$ cat src/rtl/useq_sequencer_if.sv
// Bundle between the microcode sequencer and its IR / microcode ROM / datapath neighbours.
// master = sequencer side, slave = environment (IR, ROM, condition sources) side.
interface useq_sequencer_if #(
  parameter int OPW   = 6,
  parameter int UAW   = 8,
  parameter int UWW   = 48,
  parameter int NCOND = 4
);
  localparam int CSW = $clog2(NCOND);
  localparam int CTW = UWW - 3 - CSW - UAW;

  logic [OPW-1:0]   opcode;
  logic             instr_valid;
  logic             instr_ack;
  logic [NCOND-1:0] cond;
  logic             irq;
  logic             fault;
  logic             cont;
  logic [UAW-1:0]   uaddr;
  logic [UWW-1:0]   uword;
  logic [CTW-1:0]   ctrl;
  logic             ctrl_valid;
  logic             halted;
  logic             stack_err;

  modport master (
    input  opcode, instr_valid, cond, irq, fault, cont, uword,
    output instr_ack, uaddr, ctrl, ctrl_valid, halted, stack_err
  );

  modport slave (
    output opcode, instr_valid, cond, irq, fault, cont, uword,
    input  instr_ack, uaddr, ctrl, ctrl_valid, halted, stack_err
  );
endinterface

$ cat src/rtl/useq_sequencer.sv
// Microcode sequencer: advances the micro-PC from the sequencing field of each microword.
// Define USEQ_USTACK_EN to build the micro-subroutine stack (CALL/RET); otherwise CALL=JUMP, RET=NEXT.
module useq_sequencer #(
  parameter int          OPW         = 6,
  parameter int          UAW         = 8,
  parameter int          UWW         = 48,
  parameter int          NCOND       = 4,
  parameter int          STACK_DEPTH = 4,
  parameter int unsigned RESET_VEC   = 0,
  parameter int unsigned IRQ_VEC     = 1,
  parameter int unsigned FAULT_VEC   = 2
) (
  input logic               clk,
  input logic               reset,
  useq_sequencer_if.master  bus
);
  localparam int CSW = $clog2(NCOND);
  localparam int CTW = UWW - 3 - CSW - UAW;

  typedef enum logic [2:0] {
    OP_NEXT     = 3'd0,
    OP_JUMP     = 3'd1,
    OP_CBR      = 3'd2,
    OP_DISPATCH = 3'd3,
    OP_WAIT     = 3'd4,
    OP_CALL     = 3'd5,
    OP_RET      = 3'd6,
    OP_HALT     = 3'd7
  } op_e;

  typedef enum logic {
    ST_RUN  = 1'b0,
    ST_HALT = 1'b1
  } state_e;

  // Empty block that only elaborates on an illegal parameter set, easy to spot in a hierarchy dump.
  if (UWW < 4 + CSW + UAW || STACK_DEPTH < 1) begin : g_bad_params
  end

  state_e         r_state;
  state_e         w_state_next;
  logic [UAW-1:0] r_upc;
  logic [UAW-1:0] w_upc_next;
  logic           r_stack_err;
  logic           w_stack_err_next;
  logic           w_ack;
  logic           w_ctrl_valid;

  op_e            w_op;
  logic [CSW-1:0] w_sel;
  logic [UAW-1:0] w_tgt;
  logic [UAW-1:0] w_upc_inc;
  logic [UAW-1:0] w_disp_addr;
  logic           w_cond_sel;
  logic           w_stack_fault;

  assign w_op        = op_e'(bus.uword[2:0]);
  assign w_sel       = bus.uword[3 +: CSW];
  assign w_tgt       = bus.uword[3 + CSW +: UAW];
  assign w_upc_inc   = r_upc + UAW'(1);
  assign w_disp_addr = w_tgt + UAW'(bus.opcode);
  assign w_cond_sel  = bus.cond[w_sel];

`ifdef USEQ_USTACK_EN
  localparam int SPW  = $clog2(STACK_DEPTH + 1);
  localparam int IDXW = (STACK_DEPTH > 1) ? $clog2(STACK_DEPTH) : 1;

  logic [UAW-1:0]  r_stack [STACK_DEPTH];
  logic [SPW-1:0]  r_sp;
  logic [SPW-1:0]  w_sp_next;
  logic            w_push;
  logic [IDXW-1:0] w_push_idx;
  logic [IDXW-1:0] w_top_idx;
  logic [UAW-1:0]  w_top;
  logic            w_stack_full;
  logic            w_stack_empty;

  assign w_stack_full  = (r_sp == SPW'(STACK_DEPTH));
  assign w_stack_empty = (r_sp == '0);
  assign w_push_idx    = IDXW'(r_sp);
  assign w_top_idx     = IDXW'(r_sp - SPW'(1));
  assign w_top         = r_stack[w_top_idx];
  assign w_stack_fault = ((w_op == OP_CALL) && w_stack_full) ||
                         ((w_op == OP_RET)  && w_stack_empty);

  // Entries carry no reset: the pointer alone defines what is live.
  always_ff @(posedge clk) begin
    if (w_push) begin
      r_stack[w_push_idx] <= w_upc_inc;
    end
  end

  always_ff @(posedge clk or negedge reset) begin
    if (!reset) begin
      r_sp <= '0;
    end else begin
      r_sp <= w_sp_next;
    end
  end
`else
  assign w_stack_fault = 1'b0;
`endif

  always_ff @(posedge clk or negedge reset) begin
    if (!reset) begin
      r_upc       <= UAW'(RESET_VEC);
      r_state     <= ST_RUN;
      r_stack_err <= 1'b0;
    end else begin
      r_upc       <= w_upc_next;
      r_state     <= w_state_next;
      r_stack_err <= w_stack_err_next;
    end
  end

  always_comb begin
    w_upc_next       = r_upc;
    w_state_next     = r_state;
    w_stack_err_next = r_stack_err;
    w_ack            = 1'b0;
    w_ctrl_valid     = 1'b1;
`ifdef USEQ_USTACK_EN
    w_sp_next        = r_sp;
    w_push           = 1'b0;
`endif
    if (bus.fault) begin
      w_upc_next   = UAW'(FAULT_VEC);
      w_state_next = ST_RUN;
      w_ctrl_valid = 1'b0;
`ifdef USEQ_USTACK_EN
      w_sp_next    = '0;
`endif
    end else if (w_stack_fault) begin
      w_upc_next       = UAW'(FAULT_VEC);
      w_stack_err_next = 1'b1;
      w_ctrl_valid     = 1'b0;
    end else begin
      unique case (w_op)
        OP_NEXT: w_upc_next = w_upc_inc;
        OP_JUMP: w_upc_next = w_tgt;
        OP_CBR:  w_upc_next = w_cond_sel ? w_tgt : w_upc_inc;
        OP_DISPATCH: begin
          // An interrupt steals the dispatch slot; the opcode stays unconsumed for later.
          if (!bus.instr_valid) begin
            w_ctrl_valid = 1'b0;
          end else if (bus.irq) begin
            w_upc_next = UAW'(IRQ_VEC);
          end else begin
            w_upc_next = w_disp_addr;
            w_ack      = 1'b1;
          end
        end
        OP_WAIT: begin
          if (w_cond_sel) begin
            w_upc_next = w_upc_inc;
          end else begin
            w_ctrl_valid = 1'b0;
          end
        end
        OP_CALL: begin
          w_upc_next = w_tgt;
`ifdef USEQ_USTACK_EN
          w_push     = 1'b1;
          w_sp_next  = r_sp + SPW'(1);
`endif
        end
        OP_RET: begin
`ifdef USEQ_USTACK_EN
          w_upc_next = w_top;
          w_sp_next  = r_sp - SPW'(1);
`else
          w_upc_next = w_upc_inc;
`endif
        end
        OP_HALT: begin
          w_ctrl_valid = 1'b0;
          if (bus.cont) begin
            w_upc_next   = w_upc_inc;
            w_state_next = ST_RUN;
          end else begin
            w_state_next = ST_HALT;
          end
        end
        default: w_upc_next = w_upc_inc;
      endcase
    end
  end

  assign bus.uaddr      = r_upc;
  assign bus.ctrl       = bus.uword[UWW-1 -: CTW];
  assign bus.ctrl_valid = w_ctrl_valid;
  assign bus.instr_ack  = w_ack;
  assign bus.halted     = (r_state == ST_HALT);
  assign bus.stack_err  = r_stack_err;
endmodule
$ cat src/flat_wrapper.sv
// flat-port wrapper written by rule: the top's interface ports become plain ports
module useq_sequencer_flat 
#(
  parameter int          OPW         = 6,
  parameter int          UAW         = 8,
  parameter int          UWW         = 48,
  parameter int          NCOND       = 4,
  parameter int          STACK_DEPTH = 4,
  parameter int unsigned RESET_VEC   = 0,
  parameter int unsigned IRQ_VEC     = 1,
  parameter int unsigned FAULT_VEC   = 2
)
  (clk, reset, bus_opcode, bus_instr_valid, bus_cond, bus_irq, bus_fault, bus_cont, bus_uword, bus_instr_ack, bus_uaddr, bus_ctrl, bus_ctrl_valid, bus_halted, bus_stack_err);
  useq_sequencer_if #(.OPW(OPW), .UAW(UAW), .UWW(UWW), .NCOND(NCOND)) bus_i ();
  input logic clk;
  input logic reset;
  input wire logic [$bits(bus_i.opcode)-1:0] bus_opcode;
  input wire logic [$bits(bus_i.instr_valid)-1:0] bus_instr_valid;
  input wire logic [$bits(bus_i.cond)-1:0] bus_cond;
  input wire logic [$bits(bus_i.irq)-1:0] bus_irq;
  input wire logic [$bits(bus_i.fault)-1:0] bus_fault;
  input wire logic [$bits(bus_i.cont)-1:0] bus_cont;
  input wire logic [$bits(bus_i.uword)-1:0] bus_uword;
  output wire logic [$bits(bus_i.instr_ack)-1:0] bus_instr_ack;
  output wire logic [$bits(bus_i.uaddr)-1:0] bus_uaddr;
  output wire logic [$bits(bus_i.ctrl)-1:0] bus_ctrl;
  output wire logic [$bits(bus_i.ctrl_valid)-1:0] bus_ctrl_valid;
  output wire logic [$bits(bus_i.halted)-1:0] bus_halted;
  output wire logic [$bits(bus_i.stack_err)-1:0] bus_stack_err;
  assign bus_i.opcode = bus_opcode;
  assign bus_i.instr_valid = bus_instr_valid;
  assign bus_i.cond = bus_cond;
  assign bus_i.irq = bus_irq;
  assign bus_i.fault = bus_fault;
  assign bus_i.cont = bus_cont;
  assign bus_i.uword = bus_uword;
  assign bus_instr_ack = bus_i.instr_ack;
  assign bus_uaddr = bus_i.uaddr;
  assign bus_ctrl = bus_i.ctrl;
  assign bus_ctrl_valid = bus_i.ctrl_valid;
  assign bus_halted = bus_i.halted;
  assign bus_stack_err = bus_i.stack_err;
  useq_sequencer #(.OPW(OPW), .UAW(UAW), .UWW(UWW), .NCOND(NCOND), .STACK_DEPTH(STACK_DEPTH), .RESET_VEC(RESET_VEC), .IRQ_VEC(IRQ_VEC), .FAULT_VEC(FAULT_VEC)) u_core (.clk(clk), .reset(reset), .bus(bus_i));
endmodule
$ cat config.mk
export PLATFORM = sky130hd
export DESIGN_NAME = useq_sequencer_flat
export DESIGN_NICKNAME = d
export VERILOG_FILES = /design/src/rtl/useq_sequencer_if.sv /design/src/rtl/useq_sequencer.sv /design/src/flat_wrapper.sv
export SDC_FILE = /design/constraint.sdc
export NUM_CORES = 1
export LEC_CHECK = 0
export BUFFER_PORTS_ARGS = -buffer_cell sky130_fd_sc_hd__clkbuf_2
export CAP_MARGIN = 10
export CORE_MARGIN = 2
export CORE_UTILIZATION = 41
export CTS_CLUSTER_SIZE = 12
export DETAILED_ROUTE_END_ITERATION = 8
export PLACE_DENSITY_LB_ADDON = 0.15
export SKIP_LAST_GASP = 1
export SLEW_MARGIN = 25
export SYNTH_ARGS = -nofsm -noshare
export SYNTH_HDL_FRONTEND = slang
export SYNTH_SLANG_ARGS = --single-unit
$ cat constraint.sdc
create_clock -name clk -period 2 [get_ports clk]
set_input_delay 0.1 -clock clk [delete_from_list [all_inputs] [get_ports clk]]
set_output_delay 0.1 -clock clk [all_outputs]
set_load 0.01 [all_outputs]
==> results of run 1 <==
==> metal layers <==
| metal | track usage, % | part of all wire (%) | up-vias |
|---|---|---|---|
| li1 | - | - | 661 |
| met1 | 22.6 | 44 | 583 |
| met2 | 25.9 | 44 | 47 |
| met3 | 2.43 | 6.9 | 24 |
| met4 | 12.2 | 5.1 | 0 |
| met5 | 0 | 0 | - |
==> synth_stat cells, drive strengths merged <==
cell type  count
nor3b          7
nor2b          2
o211ai         4
a221oi         2
buf           39
a21oi          9
ha             7
o21a           1
mux2           1
dfrtp          9
and3           1
clkbuf         5
o31a           1
a211oi         7
a21o           4
xnor2          3
conb           1
a31o           3
o22ai          1
nand4bb        1
a221o          1
and2           1
mux2i          8
o21ai          7
o221ai         1
nand2b         3
nor2          11
xor2           6
a41oi          1
nand3          6
a22oi          2
inv            2
mux4           1
nor3           4
nand2         24
fa             1
a211o          3
o21bai         2
==> power groups by stage <==
stage               combinational, mW  clock [mW]  sequential (mW)
floorplan                       0.296           0            0.230
CTS                             0.340       0.217            0.221
detailed placement              0.336           0            0.224
global placement                0.335           0            0.223
global route                    0.379       0.227            0.224
finish                          0.339       0.210            0.221
==> what timing repair did <==
item                       CTS  global route
hold buffers                 1             0
hold endpoints to repair     9             0
setup endpoints to repair    0             0
==> cell type report <==
| type | count | share of cell area [%] |
|---|---|---|
| Multi-Input combinational cell | 137 | 62.5 |
| Timing Repair Buffer | 45 | 15.7 |
| Sequential cell | 9 | 14.5 |
| Tap cell | 48 | 3.88 |
| Clock buffer | 4 | 2.91 |
| Inverter | 2 | 0.485 |
==> through the flow <==
step	utilization [%]	hold slack, ps	setup slack (ps)
3_5_place_dp	41.4	-24.1	2.08
5_1_grt	43.0	200	75.4
4_1_cts	43.0	199	197
2_1_floorplan	-	-196	232
3_3_place_gp	41.4	-28.2	30.5
6_report	43.0	200	188
==> worst paths after layout <==
kind | from | endpoint | slack, ps | depth (start not counted)
max in group asynchronous | reset | u_core.bus.uaddr[1]$_DFFE_PN0P_ | 1540 | 2
setup / recovery | u_core.bus.uaddr[0]$_DFFE_PN0P_ | u_core.bus.uaddr[4]$_DFFE_PN0P_ | 190 | 7
setup reg to reg | u_core.bus.uaddr[0]$_DFFE_PN0P_ | u_core.bus.uaddr[4]$_DFFE_PN0P_ | 190 | 7
hold / removal | bus_uword[44] | bus_ctrl[31] | 200 | 0
hold reg to reg | u_core.bus.halted$_DFFE_PN0P_ | u_core.bus.halted$_DFFE_PN0P_ | 540 | 2
min in group asynchronous | reset | u_core.bus.uaddr[5]$_DFFE_PN0P_ | 260 | 2
==> sequential cells by signal, indices dropped and copies added, names as in the netlist <==
register,count
u_core.bus.uaddr,8
u_core.bus.halted,1
==> cell families (layout without fill, tap and decap cells) <==
| kind of cell | after synthesis | count (layout) | share of synthesized area [%] |
|---|---|---|---|
| buf+inv | 46 | 51 | 21.1 |
| mux | 10 | 10 | 7.53 |
| compound gates | 49 | 49 | 23.9 |
| simple gates | 60 | 60 | 20.0 |
| other cells | 1 | 1 | 0.248 |
| fa+ha+maj | 8 | 8 | 7.11 |
| xor+xnor | 9 | 9 | 5.21 |
| flops | 9 | 9 | 14.9 |
==> cells in the final DEF (no fill, tap or decap), types with 2 or more instances in the layout <==
master / count
a211o_1: 2
a211oi_1: 6
a21o_1: 3
a21oi_1: 8
a221oi_1: 2
a22oi_1: 2
a31o_2: 3
buf_4: 5
clkbuf_2: 39
clkbuf_8: 3
dfrtp_1: 9
ha_1: 7
inv_1: 2
mux2i_1: 8
nand2_1: 24
nand2b_1: 3
nand3_1: 6
nor2_1: 10
nor2b_1: 2
nor3_1: 3
nor3b_1: 7
o211ai_1: 4
o21ai_0: 7
o21bai_1: 2
xnor2_1: 3
xor2_1: 6
==> results_dict.tcl, run 1 <==
set metrics [dict create \
    synth_area_um2 1510 \
    post-cts-setup-buffers 0 \
    fin_total_pwr_uw 770 \
    antennaDiodeCount 0 \
    hp-class "input port to primary output" \
    cts_tree "yes" \
    grt-ovfl-total 0 \
    avgSynthCellArea_um2 7.88 \
    coreArea_um2 3610 \
    vias_per_cell 5.37 \
    ctsResizeCount 0 \
    max_cap_viol_count 0 \
    crit_arrival_ps 1920 \
    rsz0062_at_grt "false" \
    multi_input_area_um2 968 \
    grt_pass1_vias 1233 \
    slowest_delay_ps 450 \
    root_buffer "clkbuf_8" \
    stdcell_area_um2 1550 \
    synth_cells 192 \
    antenna_found_initial 0 \
    clk_pin_slew_ps 50 \
    fin_setup_tns_ps 0 \
    status "complete, no violations" \
    slew_violations 0 \
    powerDensity_nw_per_um2 497 \
    hold_viol 0 \
    yosysTopAreaCell "buf_4" \
    setup_viol 0 \
    vdd_ir_drop_max_uv 163 \
    vias 1315 \
    drtAntennaViolNets 0 \
    h-tree-depth 1 \
    grtUsageTotal_pct 17.3 \
    grt_max_degree 19 \
    critical-path-top-delay-family "compound AO/OA/AOI/OAI gates" \
    gp_congestion 0.820 \
    die_w_um 64.7 \
    drc 0 \
    ys_seq_elements 9 \
    ioPinCount 111 \
    path_cells "ha_1, nand3_1, xor2_1, a21oi_1, a211oi_1, a211o_1, a21oi_1" \
    yosysWarningCount 0 \
    placementRows 22 \
    fillers 388 \
    cp.required_ps 2110 \
    hpwl_mm 2.92 \
    drt-initial-drc-count 39 \
    worst-path-buf-inv 0 \
    yosysSeqAreaShare_pct 14.9 \
    dpl_cell_area_um2 1490 \
    portBuffers 39 \
    clock_power_share_pct 27.3 \
    slowest_stage "dfrtp_1" \
    cts_num_sinks 9 \
    p_leak_nw 0.724 \
    nNetsFinal 270 \
    wirelength_mm 3.51 \
    area.growth.synth_to_final_pct 2.40 \
    yosysTopAreaCellShare_pct 17.9 \
    post-route-min-period_ps 1810 \
    dieArea_um2 4190 \
    syn-num-nets 264 \
    cts.path.max_buffers 2 \
    dpl.cell_count 240 \
    drive_gt1_share_pct 29.4 \
    seqPwrFrac_pct 28.7 \
    fin_cells 245 \
    start_util_pct 42.0 \
    insertion_delay_ps 230 \
    combPwrFrac_pct 44.0 \
    end_kind "register" \
    worst_setup_path_start_kind "register" \
    fmax_ghz 0.552 \
    p_sw_uw 274 \
    critical_path_class "register to register" \
    finalClockSkew_ps 2.66 \
    grt_pass1_wl_mm 5.81 \
    crit_top_cell "a21oi_1" \
    power.internal_uw 496 \
    die_h_um 64.7 \
    fin_crit_sh_pct 90.6 \
    drtPass1Iterations 4 \
    numCtsBuffers 3 \
    switching_share_pct 35.5 \
    synth_cell_types 47 \
    wire_per_inst_um 14.3 \
    synth_area_leaders "buf_4 18%, dfrtp_1 15%, nand2_1 6.0%, ha_1 5.8%, mux2i_1 5.3%" \
    crit_fanout 6 \
    regArea_um2 225 \
]
Note: power is estimated with default switching activity, not from simulation.
==> run 2: changes to the inputs <==
PLACE_DENSITY_LB_ADDON = 0.05   (was 0.15)
==> results_dict.tcl, run 2 (synthesized netlist as in run 1, its figures left out) <==
set metrics [dict create \
    whs_ps 200 \
    insertion_delay_ps 220 \
    antenna_found_initial 0 \
    fin_setup_tns_ps 0 \
    crit_fanout 3 \
    cts_num_sinks 9 \
    grt_max_degree 19 \
    hpwl_mm 2.96 \
    power.internal_uw 500 \
    p_leak_nw 0.733 \
    seqPwrFrac_pct 28.2 \
    cts_tree "yes" \
    grt_pass1_wl_mm 6.19 \
    drtPass1Iterations 4 \
    switching_share_pct 35.3 \
    grt_pass1_vias 1343 \
    antennaDiodeCount 0 \
    setup_viol 0 \
    critical_path_class "input port to register" \
    h-tree-depth 1 \
    placementRows 22 \
    finalClockSkew_ps 0.904 \
    drc 0 \
    stdcell_area_um2 1560 \
    worst_setup_path_start_kind "input port" \
    fmax_ghz 0.563 \
    vdd_ir_drop_max_uv 222 \
    ctsResizeCount 0 \
    grtUsageTotal_pct 18.4 \
    cts.hold.buffers_added 1 \
    p_sw_uw 273 \
    drive_gt1_share_pct 30.2 \
    rsz0062_at_grt "false" \
    hp-class "input port to primary output" \
    fin_util_pct 43.4 \
    numCtsBuffers 3 \
    die_h_um 64.7 \
    post-route-min-period_ps 1780 \
    powerDensity_nw_per_um2 494 \
    fin_total_pwr_uw 773 \
    gp_congestion 0.805 \
    cp.required_ps 2170 \
    fin_cells 247 \
    coreArea_um2 3610 \
    die_w_um 64.7 \
    cts.path.max_buffers 2 \
    drt-initial-drc-count 35 \
    area.growth.synth_to_final_pct 3.39 \
    slew_violations 0 \
    post-cts-setup-buffers 0 \
    fin_crit_sh_pct 88.8 \
    combPwrFrac_pct 45.3 \
    final_common_cell "clkbuf_2" \
    final.setup.worst_slack_ps 225 \
    vias 1338 \
    wirelength_mm 3.53 \
    fillers 397 \
    root_buffer "clkbuf_8" \
    grt-ovfl-total 0 \
    clock_power_share_pct 26.5 \
    clk_pin_slew_ps 40 \
    end_kind "register" \
    dieArea_um2 4190 \
    largest_register_ffs 8 \
    max_cap_viol_count 0 \
    dpl_worst_slack_ps -17.7 \
    dpl_cell_area_um2 1510 \
    hold_viol 0 \
    final_cell_mix "39 x clkbuf_2, 24 x nand2_1, 10 x nor2_1" \
    nNetsFinal 272 \
    vias_per_cell 5.42 \
    crit_arrival_ps 1940 \
    dpl.cell_count 242 \
    status "complete, no violations" \
    wire_per_inst_um 14.3 \
    ioPinCount 111 \
    drtAntennaViolNets 0 \
    portBuffers 39 \
    start_util_pct 42.0 \
]
-- run 2: cell type report --
| class | instances | area (µm²) | area share (%) |
|---|---|---|---|
| tap | 48 | 60.1 | 3.84 |
| multi-input combinational | 137 | 968 | 61.9 |
| clock buffer | 4 | 45.0 | 2.88 |
| sequential | 9 | 225 | 14.4 |
| inverter | 2 | 7.51 | 0.480 |
| timing repair buffer | 47 | 258 | 16.5 |
-- run 2: final timing paths --
| kind | cells after the start | start | end | slack, ps |
|---|---|---|---|---|
| min | 0 | bus_uword[28] | bus_ctrl[15] | 200 |
| max reg2reg | 6 | u_core.bus.uaddr[3]$_DFFE_PN0P_ | u_core.bus.uaddr[5]$_DFFE_PN0P_ | 270 |
| min reg2reg | 2 | u_core.bus.halted$_DFFE_PN0P_ | u_core.bus.halted$_DFFE_PN0P_ | 530 |
| min in group asynchronous | 2 | reset | u_core.bus.halted$_DFFE_PN0P_ | 270 |
| max | 9 | bus_uword[5] | u_core.bus.uaddr[6]$_DFFE_PN0P_ | 220 |
| max in group asynchronous | 2 | reset | u_core.bus.uaddr[2]$_DFFE_PN0P_ | 1540 |
-- run 2: power groups by stage --
stage                     logic (mW)  clock network [mW]  registers [mW]
after floorplan                0.296                   0           0.230
after global placement         0.346                   0           0.221
after detailed placement       0.348                   0           0.221
after CTS                      0.351               0.208           0.218
after global routing           0.393               0.225           0.222
final                          0.350               0.205           0.218
-- run 2: layer usage --
| layer | vias up | GRT usage (%) | share of wire [%] |
|---|---|---|---|
| met5 | - | 0 | 0 |
| met3 | 12 | 3.47 | 7.2 |
| met1 | 596 | 24.3 | 47 |
| met2 | 59 | 30.4 | 45 |
| met4 | 0 | 5.05 | 0.94 |
| li1 | 671 | - | - |
-- run 2: worst max-delay path, cell delays in order --
cell,delay [ps]
clkbuf_2,100
ha_1,230
fa_1,410
a21o_1,190
a21o_1,210
a211oi_1,240
mux2i_1,100
o211ai_1,180
a31o_2,170
==> run 3: changes to the inputs <==
REMOVE_ABC_BUFFERS = 1   (was default)
==> results_dict.tcl, run 3 (synthesized netlist as in run 1, its figures left out) <==
set metrics [dict create \
    p_leak_nw 0.733 \
    powerDensity_nw_per_um2 496 \
    post-cts-setup-buffers 0 \
    dieArea_um2 4190 \
    portBuffers 39 \
    use_met3_pct 17.7 \
    busiest_layer "met2" \
    root_buffer "clkbuf_8" \
    ioPinCount 111 \
    drtAntennaViolNets 0 \
    insertion_delay_ps 230 \
    cts.hold.buffers_added 1 \
    antennaDiodeCount 0 \
    max_cap_viol_count 0 \
    hold_viol 0 \
    antenna_found_initial 0 \
    final_common_cell "clkbuf_2" \
    grt_max_degree 19 \
    fin_util_pct 43.4 \
    grtUsageTotal_pct 23.9 \
    grt_pass1_vias 1327 \
    die_w_um 64.7 \
    hp-class "input port to primary output" \
    h-tree-depth 1 \
    cp.required_ps 2100 \
    cts_tree "yes" \
    fin_crit_sh_pct 92.1 \
    die_h_um 64.7 \
    grt-ovfl-total 0 \
    end_kind "register" \
    drc 0 \
    worst_setup_path_start_kind "register" \
    start_util_pct 42.0 \
    gp_congestion 0.771 \
    final_cell_mix "39 x clkbuf_2, 24 x nand2_1, 10 x nor2_1" \
    coreArea_um2 3610 \
    placementRows 22 \
    hpwl_mm 4.16 \
    crit_fanout 6 \
    use_met2_pct 32.6 \
    post-route-min-period_ps 1840 \
    status "complete, no violations" \
    rsz0062_at_grt "false" \
    finalClockSkew_ps 0.865 \
    drt-initial-drc-count 51 \
    drive_gt1_share_pct 30.2 \
    drtPass1Iterations 4 \
    nNetsFinal 272 \
    slew_violations 0 \
    cts_num_sinks 9 \
    wirelength_mm 4.83 \
    crit_arrival_ps 1940 \
    grt_pass1_wl_mm 7.47 \
    stdcell_area_um2 1560 \
    critical_path_class "register to register" \
    use_met1_pct 30.0 \
    vias 1363 \
    clk_pin_slew_ps 40 \
    vias_per_cell 5.52 \
    dpl_cell_area_um2 1510 \
    vdd_ir_drop_max_uv 168 \
    area.growth.synth_to_final_pct 3.39 \
    largest_register_ffs 8 \
    rrSetupSlack_ps 160 \
    numCtsBuffers 3 \
    setup_viol 0 \
    fmax_ghz 0.543 \
    wire_per_inst_um 19.6 \
    ctsResizeCount 0 \
    cts.path.max_buffers 2 \
]
-- run 3: worst paths after layout --
path | depth (start not counted) | to | from
max | 7 | u_core.bus.uaddr[4]$_DFFE_PN0P_ | u_core.bus.uaddr[0]$_DFFE_PN0P_
min | 0 | bus_ctrl[19] | bus_uword[32]
max reg2reg | 7 | u_core.bus.uaddr[4]$_DFFE_PN0P_ | u_core.bus.uaddr[0]$_DFFE_PN0P_
min reg2reg | 2 | u_core.bus.halted$_DFFE_PN0P_ | u_core.bus.halted$_DFFE_PN0P_
max in group asynchronous | 2 | u_core.bus.halted$_DFFE_PN0P_ | reset
min in group asynchronous | 2 | u_core.bus.uaddr[6]$_DFFE_PN0P_ | reset
-- run 3: cell type report --
type,instances,area (µm²)
inverter,2,7.51
fill,393,2040
sequential,9,225
tap,48,60.1
timing repair buffer,47,258
multi-input combinational,137,968
clock buffer,4,45.0
-- run 3: per-stage QoR --
step	hold slack (ps)	power (mW)	setup TNS, ps	setup slack (ps)	cells
after floorplan	-196	0.435	0	232	148
after global placement	-30.9	0.562	0	25.9	242
after detailed placement	-27.5	0.567	-0.788	-0.788	242
after CTS	200	0.781	0	176	247
after global routing	200	0.834	0	54.4	247
final	200	0.775	0	158	247
-- run 3: critical path: stages, from the launching register on --
cell	delay, ps
dfrtp_1	460
ha_1	280
nand3_1	110
xor2_1	260
a21oi_1	110
a211oi_1	300
a211o_1	150
a21oi_1	60
-- run 3: report_power, final --
group	switching (mW)	internal, mW
clock	0.0690	0.139
combinational	0.187	0.160
sequential	0.0210	0.200
-- run 3: layer usage --
metal  share of wire [%]  vias up
li1                    -      668
met1                  44      612
met2                  38       81
met3                  17        2
met4               0.083        0
met5                   0        -
